$ cat src/rtl/xlr8_dmem_arb.sv
// Single-port dmem arbiter: CPU port A has absolute priority; port B runs incrementing bursts.
// Optional preemption statistics are built when XLR8DMEM_ARB_STATS_EN is defined.
module xlr8_dmem_arb #(
  parameter int XLR8DMEM_SIZE = 1024
) (
  input  logic        clk,
  input  logic        rstn,
  input  logic        a_re,
  input  logic        a_we,
  input  logic [15:0] a_addr,
  input  logic [7:0]  a_wdata,
  output logic [7:0]  a_rdata,
  input  logic        b_req,
  input  logic        b_we,
  input  logic [15:0] b_addr,
  input  logic [7:0]  b_len,
  input  logic [7:0]  b_wdata,
  output logic        b_wready,
  output logic [7:0]  b_rdata,
  output logic        b_rvalid,
  output logic        b_busy,
  output logic        b_done,
  output logic        b_err,
  output logic [15:0] stall_cnt,
  output logic [15:0] mem_addr,
  output logic [7:0]  mem_din,
  output logic        mem_we,
  input  logic [7:0]  mem_dout
);

  typedef enum logic [1:0] {IDLE, BURST, DRAIN} state_t;

  localparam logic [16:0] SIZE_EXT = 17'(XLR8DMEM_SIZE);

  state_t      state, state_nxt;
  logic [15:0] cur_addr;
  logic [8:0]  remaining;
  logic        dir;
  logic [15:0] hold_addr;
  logic        a_act, accept, issue, oor;
  logic        vld_p0, oor_p0;

  assign a_act  = a_re | a_we;
  assign accept = (state == IDLE) & b_req;
  assign oor    = {1'b0, cur_addr} >= SIZE_EXT;

  always_comb begin
    state_nxt = state;
    issue     = 1'b0;
    b_done    = 1'b0;
    case (state)
      IDLE:  if (b_req) state_nxt = BURST;
      BURST: begin
        if (!a_act) begin
          issue = 1'b1;
          if (remaining == 9'd1) state_nxt = DRAIN;
        end
      end
      DRAIN: begin
        b_done    = 1'b1;
        state_nxt = IDLE;
      end
      default: state_nxt = IDLE;
    endcase
  end

  always_ff @(posedge clk or negedge rstn) begin
    if (!rstn) state <= IDLE;
    else       state <= state_nxt;
  end

  // p0: beat issue -> burst bookkeeping and read-return tag
  always_ff @(posedge clk or negedge rstn) begin
    if (!rstn) begin
      cur_addr  <= 16'h0000;
      remaining <= 9'd0;
      dir       <= 1'b0;
      b_err     <= 1'b0;
      hold_addr <= 16'h0000;
      vld_p0    <= 1'b0;
      oor_p0    <= 1'b0;
    end else begin
      hold_addr <= mem_addr;
      vld_p0    <= issue & ~dir;
      oor_p0    <= oor;
      if (accept) begin
        cur_addr  <= b_addr;
        remaining <= (b_len == 8'd0) ? 9'd256 : {1'b0, b_len};
        dir       <= b_we;
        b_err     <= 1'b0;
      end else if (issue) begin
        cur_addr  <= cur_addr + 16'd1;
        remaining <= remaining - 9'd1;
        if (oor) b_err <= 1'b1;
      end
    end
  end

  // Out-of-range beats still consume a slot but never write the array.
  assign mem_addr = a_act ? a_addr  : (issue ? cur_addr : hold_addr);
  assign mem_din  = a_act ? a_wdata : b_wdata;
  assign mem_we   = a_act ? a_we    : (issue & dir & ~oor);

  assign b_wready = issue & dir;
  assign b_rvalid = vld_p0;
  assign b_rdata  = oor_p0 ? 8'h00 : mem_dout;
  assign a_rdata  = mem_dout;
  assign b_busy   = (state != IDLE);

`ifdef XLR8DMEM_ARB_STATS_EN
  logic [15:0] stall_q;

  always_ff @(posedge clk or negedge rstn) begin
    if (!rstn) begin
      stall_q <= 16'h0000;
    end else if (accept) begin
      stall_q <= 16'h0000;
    end else if ((state == BURST) && a_act && (stall_q != 16'hFFFF)) begin
      stall_q <= stall_q + 16'd1;
    end
  end

  assign stall_cnt = stall_q;
`else
  assign stall_cnt = 16'h0000;
`endif

endmodule

$ cat config.mk
export PLATFORM = sky130hd
export DESIGN_NAME = xlr8_dmem_arb
export DESIGN_NICKNAME = d
export VERILOG_FILES = /design/src/rtl/xlr8_dmem_arb.sv
export SDC_FILE = /design/constraint.sdc
export NUM_CORES = 1
export LEC_CHECK = 0
export CAP_MARGIN = 20
export CORE_MARGIN = 1.5
export CORE_UTILIZATION = 42
export DETAILED_ROUTE_END_ITERATION = 10
export PLACE_DENSITY = 0.86
export RECOVER_POWER = 25
export SYNTH_ARGS = -nofsm -noshare
export SYNTH_HDL_FRONTEND = slang
export SYNTH_SLANG_ARGS = --single-unit
$ cat constraint.sdc
create_clock -name clk -period 2.3 [get_ports clk]
set_input_delay 0.23 -clock clk [delete_from_list [all_inputs] [get_ports clk]]
set_output_delay 0.23 -clock clk [all_outputs]
set_load 0.005 [all_outputs]
# Yosys cells after proc, flatten, opt, wreduce, memory -nomap -nowiden
# Index checks and enable logic that the tools add are counted.
# totals
output_inout_bits,62
regBits,47
inputBits,70
wordCells,51
# op_classes
n_reduce_logical,7
bitwise_logic,7
n_eq_ne,6
n_addsub,2
magnitude_cmp,1
muxes,20
# ops
cell,n
16-bit 2-to-1 mux,4
9-bit 2-to-1 mux,3
16-bit by 1-bit adder with 16-bit output (second input constant),1
16-bit by 11-bit greater-or-equal comparator with 1-bit output (second input constant),1
8-bit 2-to-1 mux,2
9-bit by 1-bit equality test with 1-bit output (second input constant),1
9-bit by 1-bit subtractor with 9-bit output (second input constant),1
8-bit logical NOT,1
1-bit 2-to-1 mux,7
2-bit 2-to-1 mux,3
2-bit inequality test (second input constant),3
2-bit nonzero test,3
1-bit AND,4
2-bit case mux with 2 select lines,1
3-bit AND reduction,1
2-bit by 1-bit equality test with 1-bit output (second input constant),1
2-bit equality test (second input constant),1
2-bit logical NOT,1
1-bit inverter,2
2-bit AND reduction,1
1-bit bitwise OR,1

# Logic depth before layout (Yosys ltp)
# Gate-level depths: netlist of run 1.
# logic_depth
word_depth,6
ltp_mapped,6
depth_no_buf,5

# Least setup slack after synthesis of run 1
# Ideal clock, no wire load.
# synth_path
kind,register -> register
startpoint,register state[1]
endpoint,register cur_addr[10]
arrival_time_ps,1622
period_less_slack_ps,1741
setup_time_ps,119
n_path_buf,1
setup_slack_ps,559
required_time_ps,2181
path_stages_with_launch,6
cell_sequence,dfrtp_1 or4b_1 buf_4 nor4_1 a21oi_1 o21a_1
# synth_between
elab_chain_len,3
word_cells_on_any_way,6
classes_between,1 x eq/ne; 2 x mux; 1 x bitwise; 2 x reduce/logical
# synth_rtl
element,line,text
from (decl),35,"state_t state, state_nxt;"
from (signal assigned),69,else state <= state_nxt;
2-bit by 1-bit equality test with 1-bit output or 2-bit logical NOT (tied branches),"51, 44",
1-bit 2-to-1 mux or 1-bit AND (tied branches),"51, 44",
2-bit nonzero test (no line) or 16-bit 2-to-1 mux (tied branches),n/a,
to (signal assigned),87,cur_addr <= b_addr;
to (signal assigned),92,cur_addr <= cur_addr + 16'd1;
to (decl),36,logic [15:0] cur_addr;
# Several ways; a longest one is shown, not always the timed one.
# A chain may end at the register's enable or synchronous reset.

# Final worst setup path of run 1
# layout_path
startpoint,register state[1]
endpoint,output port mem_addr[11]
# layout_between
elab_chain_len,4
# layout_rtl
element,line,text
2-bit by 1-bit equality test with 1-bit output,51,case (state)
1-bit 2-to-1 mux,51,
16-bit 2-to-1 mux (2 in a row),100,assign mem_addr = a_act ? a_addr : (issue ? cur_addr : hold_addr);
to (decl),25,"output logic [15:0] mem_addr,"
# No other way between the ends.

==> qor.csv, run 1 <==
stage,metric,value,unit
global_route,grt_start_max_net_pins,48,
yosys,async_flop_share,100.0,%
worst_setup_path,cp_data_arrival_time,1980,ps
timing,setup_ws,87.45,ps
yosys,synthSimpleGateAreaFrac,21.62,%
floorplan,start_util,44.07,%
timing,period_share,96.20,%
yosys,synth-edff-count,0,
placement,dp_hpwl,5.721,mm
worst_setup_path,critPathRequiredTime,2070,ps
yosys,syn_inst,307,
cts,insertion_delay,310,ps
final_layout,n_fill_cell,533,
cts,path_clk_slew,90,ps
yosys,synth_mux_area_share,8.488,%
floorplan,die_y,85.09,µm
worst_setup_path,end_kind,output port,
worst_setup_path,path_max_fanout,21,
placement,place_ws,53.37,ps
cts,cts_sinks,47,
floorplan,dieArea,7240,µm²
global_route,grt_pass1_wl,12.32,mm
timing,clock_skew,10.71,ps
yosys,yosysWarnings,0,
timing,fin_tns_setup,0,ps
routing,drt-initial-drc-count,181,
placement,port_buffers,115,
floorplan,rows,29,
status,status,"finished, violations left",
routing,dr.pass1.iters,7,
status,violations,DRC,
pwr,p_per_area,800.4,nW/µm²
placement,gp_congestion,0.8687,
routing,drc,11,
yosys,synth.distinct_cells,48,
cts,cts_tree,done,
pwr,leakage,1.628,nW
timing,max_freq,0.4520,GHz
worst_setup_path,max_stage_delay,530,ps
final_layout,drive_gt1_share,11.51,%
worst_setup_path,r2r_setup_slack,390,ps
worst_setup_path,crit_family,buffers and inverters,
worst_setup_path,cpMaxStageDelayCell,clkdlybuf4s50_1,
worst_setup_path,reg2reg_depth,5,
cts,cts.htree.levels,2,
final_layout,n_antenna_cell,0,
hold_path,holdPathStages,3,
yosys,synthAdderAreaFrac,1.768,%
routing,routed_wl,7.554,mm
worst_setup_path,start_kind,flop,
yosys,synth_xor_area_share,2.166,%
final_layout,layout.cells.non_filler,494,
yosys,synth-compound-area-share,14.41,%
worst_setup_path,cp_common_cell,a21oi_1,
worst_setup_path,timing.rr.start,state[1]$_DFFE_PN0P_,
worst_setup_path,critical_path_buf_inv_count,2,
pwr,vdd_ir_drop_max,0.3160,mV
job,maxCapViolCount,0,
placement,dp_cells,484,
global_route,gr-usage-all-layers,21.66,%
timing,final-setup-viol-count,0,
worst_setup_path,r2r_end,cur_addr[13]$_DFFE_PN0P_,
hold_path,min_from,b_addr[8],
cts,cts_buffers,5,
floorplan,coreArea,6422,µm²
yosys,synth-seq-cells,47,
timing,worst-slew-pin-transition,1168,ps
routing,via_per_inst,5.370,
timing,maxSlewHeadroom,22.11,%
routing,post_drt_wl_per_cell,15.29,µm
yosys,ys.flop_type,dfrtp_1,
final_layout,regArea,1177,µm²
cts,cts_root_buf,clkbuf_8,
yosys,synth_top_family_by_area,simple AND/OR/NAND/NOR gates,
global_route,grt_pass1_vias,2632,
floorplan,die_w,85.09,µm
timing,slew_viol_final,0,
routing,dr_total_vias,2653,
final_layout,final_nets,490,
worst_setup_path,crit_chain,nand2b_1 > buf_12 > nor2_1 > a21oi_1 > a21oi_1 > clkdlybuf4s50_1,
yosys,syn_area_per_cell,9.219,µm²
timing,min_period,2213,ps
final_layout,multiInputGateArea,1461,µm²
floorplan,ios,132,
worst_setup_path,path_class,reg -> out,
yosys,ys_seq_area_share,41.56,%
global_route,antenna_found_initial,0,
timing,hold_viol_final,0,
final_layout,area_delta_synth_final,46.15,%
cts,clockBufferDepth,2,
routing,ant_nets,0,
global_route,gr-total-overflow,0,
hold_path,hp-class,in -> reg,
yosys,synthesis.area,2830,µm²
hold_path,hold_end,cur_addr[8]$_DFFE_PN0P_,
synthesized netlist by cell type (all sizes together) (2+ instances only):
library cell | count | area (µm²)
mux2i | 15 | 150.1
nor4 | 12 | 102.6
dfrtp | 47 | 1176
nor2 | 32 | 120.1
a22oi | 4 | 30.03
nand4 | 3 | 18.77
ha | 4 | 50.05
clkbuf | 12 | 45.04
buf | 28 | 211.5
nand2b | 5 | 31.28
a221o | 5 | 50.05
a21oi | 27 | 135.1
and3 | 3 | 18.77
nor3b | 2 | 15.01
mux2 | 8 | 90.09
nor2b | 9 | 56.30
o21ai | 15 | 78.83
nand3 | 8 | 40.04
a311oi | 2 | 17.52
inv | 6 | 22.52
xnor2 | 7 | 61.31
a31o | 2 | 17.52
and2 | 2 | 12.51
nand2 | 25 | 93.84
nor3 | 7 | 45.04
a211oi | 2 | 15.01
final cells by class:
class / instances / share of cell area [%]
Timing Repair Buffer: 127 / 30.49
Tap cell: 77 / 2.329
Clock inverter: 2 / 0.8469
Inverter: 6 / 0.5445
Clock buffer: 6 / 1.996
Multi-Input combinational cell: 229 / 35.33
Sequential cell: 47 / 28.46
placed cells by master (no fill, tap or decap), types with 3 or more instances in the layout:
cell,instances
nor2_1,31
a221o_1,5
nand4_1,3
buf_4,8
nor3_1,5
a22oi_1,4
a21oi_1,21
nand2b_1,5
ha_1,4
mux2i_1,15
nand3_1,8
nor2b_1,9
xnor2_1,7
o21ai_0,10
mux2_2,8
and3_1,3
o21ai_1,4
a21oi_2,6
clkdlybuf4s50_1,114
nor4_1,9
conb_1,16
nand2_1,25
dfrtp_1,46
clkbuf_8,6
inv_1,6
stage by stage:
stage / total power, mW / cell area [µm²] / hold WS (ps) / utilization (%)
floorplan: 2.111 / 2887 / -65.59 / -
global placement: 2.599 / 3993 / 235.3 / 62.17
detailed placement: 2.662 / 3993 / 238.3 / 62.17
CTS: 3.303 / 4121 / 427.7 / 64.17
global route: 3.525 / 4136 / 469.6 / 64.41
finish: 3.311 / 4136 / 454.3 / 64.41
flip-flops by register name, indices dropped and copies added, names as in the netlist:
name,cells
hold_addr,16
oor_p0,1
b_err,1
cur_addr,16
state,2
remaining,9
b_rvalid,1
dir,1
cells by family after synthesis:
logic type               after synthesis
flip-flops                            47
adder cells (fa/ha/maj)                4
multiplexers                          23
XOR/XNOR                               7
buffers and inverters                 46
AO/OA/AOI/OAI                         65
other                                  1
AND/OR/NAND/NOR                      114
worst max-delay path by stage:
| stage | start | end | slack (ps) | cells after the start |
|---|---|---|---|---|
| global placement | a_we | cur_addr[10]$_DFFE_PN0P_ | 130 | 6 |
| detailed placement | a_we | cur_addr[13]$_DFFE_PN0P_ | 50 | 6 |
| floorplan | state[1]$_DFFE_PN0P_ | cur_addr[10]$_DFFE_PN0P_ | 560 | 5 |
| CTS | state[1]$_DFFE_PN0P_ | mem_addr[0] | 1 | 6 |
| finish | state[1]$_DFFE_PN0P_ | mem_addr[11] | 90 | 6 |
| global route | state[1]$_DFFE_PN0P_ | mem_addr[2] | -0.7 | 5 |
metal layers:
metal | up-vias | GRT usage [%] | wire length, µm | part of all wire, %
li1 | 1268 | - | - | -
met1 | 1253 | 25.72 | 2963 | 39
met3 | 18 | 4.961 | 549 | 7.3
met5 | - | 0 | 0 | 0
met2 | 114 | 38.60 | 3891 | 52
met4 | 0 | 7.154 | 149 | 2.0
report_power, final:
| part | internal [mW] | total [mW] | leakage (nW) | switching, mW |
|---|---|---|---|---|
| clock | 0.352 | 0.635 | 0.0612 | 0.283 |
| sequential | 1.09 | 1.38 | 0.552 | 0.292 |
| combinational | 0.681 | 1.30 | 1.01 | 0.615 |
| total | 2.12 | 3.31 | 1.63 | 1.19 |
worst min-delay path, stage by stage:
cell and delay (ps):
clkdlybuf4s50_1 400, nand2_1 50, o21ai_1 50
what timing repair did:
item                       4_1_cts  5_1_grt
buffers inserted                 0        1
hold buffers                     1        0
setup endpoints to repair        5       15
pin swaps                        1        3
resized for setup                1        6
hold endpoints to repair        47        0
No activity file was read; power rests on OpenSTA's default activity.
==> run 2: changes to the inputs <==
Settings changed: CAP_MARGIN 20 to not set, HOLD_SLACK_MARGIN set to 0.15.
==> results of run 2 <==
The final DEF is identical to that of run 1; final timing and power are the same.
==> run 3: changes to the inputs <==
Settings changed: REMOVE_ABC_BUFFERS set to 1.
==> run 3 against run 2 <==
Against the previous run:
- the run still ends with DRC left
- total power decreased by 4.8%
- die area unchanged
- global-route usage increased by 0.13 points
- clock skew decreased by 1.7 ps
- worst setup slack got worse by 3.4 ps
- worst hold slack got worse by 67 ps
- cell area decreased by 0.30%
- critical path depth decreased by 1
- sequential share of layout area increased by 0.086 points
- sequential power about the same
- cell count increased by 0.61%
- maximum frequency decreased by 0.16%
- critical path type unchanged
- highest routed layer unchanged
==> qor.csv, run 3 (synthesis results as in run 1) <==
stage,metric,value,unit,change
status,status,"finished, violations left",,unchanged
status,violations,DRC,,unchanged
job,maxCapViolCount,0,,unchanged
cts,cts_tree,done,,unchanged
worst_setup_path,end_kind,output port,,unchanged
placement,gp_congestion,0.8458,,was 0.8687
routing,post_drt_wl_per_cell,15.54,µm,was 15.29 µm
floorplan,ios,132,,unchanged
routing,dr.pass1.iters,9,,was 7
global_route,gr-total-overflow,0,,unchanged
routing,dr_total_vias,2683,,was 2653
final_layout,regArea,1177,µm²,unchanged
global_route,grt_pass1_vias,2672,,was 2632
timing,worst-slew-pin-transition,897.4,ps,was 1168 ps
cts,path_clk_slew,90,ps,about the same
cts,cts_sinks,47,,unchanged
worst_setup_path,max_stage_delay,540,ps,was 530 ps
timing,min_period,2216,ps,was 2213 ps
worst_setup_path,path_class,reg -> out,,unchanged
final_layout,drive_gt1_share,11.90,%,was 11.51%
timing,max_freq,0.4513,GHz,was 0.4520 GHz
cts,cts_buffers,5,,unchanged
routing,drt-initial-drc-count,217,,was 181
cts,clockBufferDepth,2,,unchanged
timing,hold_viol_final,0,,unchanged
final_layout,final_nets,493,,was 490
final_layout,n_antenna_cell,0,,unchanged
final_layout,layout_common_cells,"110 x clkdlybuf4s50_1, 46 x dfrtp_1, 31 x nor2_1, 25 x nand2_1, 21 x a21oi_1",,"was 114 x clkdlybuf4s50_1, 46 x dfrtp_1, 31 x nor2_1, 25 x nand2_1, 21 x a21oi_1"
worst_setup_path,cp_data_arrival_time,1990,ps,was 1980 ps
final_layout,final_area,4124,µm²,was 4136 µm²
floorplan,start_util,44.07,%,unchanged
routing,via_per_inst,5.398,,was 5.370
worst_setup_path,cpMaxStageDelayCell,clkdlybuf4s50_1,,unchanged
placement,dp_hpwl,5.964,mm,was 5.721 mm
floorplan,rows,29,,unchanged
cts,insertion_delay,300,ps,was 310 ps
timing,slew_viol_final,0,,unchanged
final_layout,multiInputGateArea,1468,µm²,was 1461 µm²
routing,ant_nets,0,,unchanged
pwr,p_per_area,764.2,nW/µm²,was 800.4 nW/µm²
cts,cts_root_buf,clkbuf_8,,unchanged
placement,place_area,3983,µm²,was 3993 µm²
timing,clock_skew,9.055,ps,was 10.71 ps
floorplan,dieArea,7240,µm²,unchanged
timing,maxSlewHeadroom,40.17,%,was 22.11%
routing,routed_wl,7.723,mm,was 7.554 mm
global_route,grt_start_max_net_pins,41,,was 48
global_route,grt_pass1_wl,12.66,mm,was 12.32 mm
final_layout,mostFrequentLayoutCell,clkdlybuf4s50_1,,unchanged
global_route,gr-usage-all-layers,21.79,%,was 21.66%
pwr,leakage,1.656,nW,was 1.628 nW
timing,final-setup-viol-count,0,,unchanged
global_route,antenna_found_initial,0,,unchanged
worst_setup_path,critPathRequiredTime,2070,ps,about the same
timing,fin_tns_setup,0,ps,unchanged
cts,cts.htree.levels,2,,unchanged
pwr,vdd_ir_drop_max,0.3358,mV,was 0.3160 mV
final_layout,n_fill_cell,546,,was 533
timing,hold-worst-slack,387.3,ps,was 454.3 ps
floorplan,die_y,85.09,µm,unchanged
placement,port_buffers,115,,unchanged
final_layout,area_delta_synth_final,45.71,%,was 46.15%
floorplan,die_w,85.09,µm,unchanged
worst_setup_path,path_max_fanout,9,,was 21
timing,period_share,96.35,%,was 96.20%
final_layout,final_util,64.21,%,was 64.41%
worst_setup_path,crit_chain,nand2b_1 > buf_4 > mux2i_1 > a21oi_1 > clkdlybuf4s50_1,,was nand2b_1 > buf_12 > nor2_1 > a21oi_1 > a21oi_1 > clkdlybuf4s50_1
worst_setup_path,start_kind,flop,,unchanged
hold_path,hp-class,in -> reg,,unchanged
floorplan,coreArea,6422,µm²,unchanged
final_layout,reg_top3,"cur_addr (16), hold_addr (16), remaining (9)",,unchanged
routing,drc,12,,was 11
==> run 3: path summary, 6_finish.rpt <==
| path | slack [ps] | depth (start not counted) | from | endpoint |
|---|---|---|---|---|
| min | 390 | 3 | a_we | state[0]$_DFFE_PN0P_ |
| max in group asynchronous | 590 | 3 | rstn | remaining[7]$_DFFE_PN0P_ |
| max | 80 | 5 | state[1]$_DFFE_PN0P_ | mem_addr[14] |
| min in group asynchronous | 480 | 2 | rstn | hold_addr[13]$_DFF_PN0_ |
| min reg2reg | 440 | 1 | dir$_DFFE_PN0P_ | b_rvalid$_DFF_PN0_ |
| max reg2reg | 350 | 5 | state[1]$_DFFE_PN0P_ | cur_addr[13]$_DFFE_PN0P_ |
==> run 3: critical path: cells and delay by family, from the launching register on <==
| family | cells | cell delay (ps) |
|---|---|---|
| muxes | 1 | 130 |
| AOI/OAI and AO/OA | 1 | 200 |
| and+or+nand+nor | 1 | 170 |
| buffers and inverters | 2 | 730 |
| DFF | 1 | 460 |
==> run 3: metrics by stage <==
step	power, mW	cells	worst slack, ps
after detailed placement	2.645	486	36.07
after global routing	3.378	497	-19.98
after CTS	3.139	495	9.004
after floorplan	2.055	282	-581.2
after global placement	2.583	486	132.3
final	3.151	497	84.01
==> run 3: metal layers <==
layer / share of wire [%] / GRT usage (%) / vias up / wire (µm)
met5: 0 / 0 / - / 0
met4: 1.3 / 5.067 / 0 / 103
met3: 8.0 / 4.961 / 12 / 619
met2: 51 / 39.11 / 131 / 3942
met1: 40 / 26.54 / 1264 / 3057
li1: - / - / 1276 / -
==> run 3: power by group <==
group / internal (mW) / leakage [nW] / total, mW / switching [mW]
combinational: 0.677 / 1.06 / 1.28 / 0.603
sequential: 1.09 / 0.552 / 1.38 / 0.292
clock: 0.209 / 0.0477 / 0.492 / 0.283
==> run 3: final cells by class <==
class | instances | area share, %
Clock buffer | 5 | 1.669
Tap cell | 77 | 2.336
Inverter | 6 | 0.5461
Multi-Input combinational cell | 229 | 35.59
Timing Repair Buffer | 130 | 30.95
Sequential cell | 47 | 28.55
Clock inverter | 3 | 0.3641
==> run 3: repair_timing <==
item,CTS,global route
hold buffers,1,0
buffers inserted,0,2
setup endpoints to repair,0,18
gates resized for setup,0,12
hold endpoints to repair,27,0
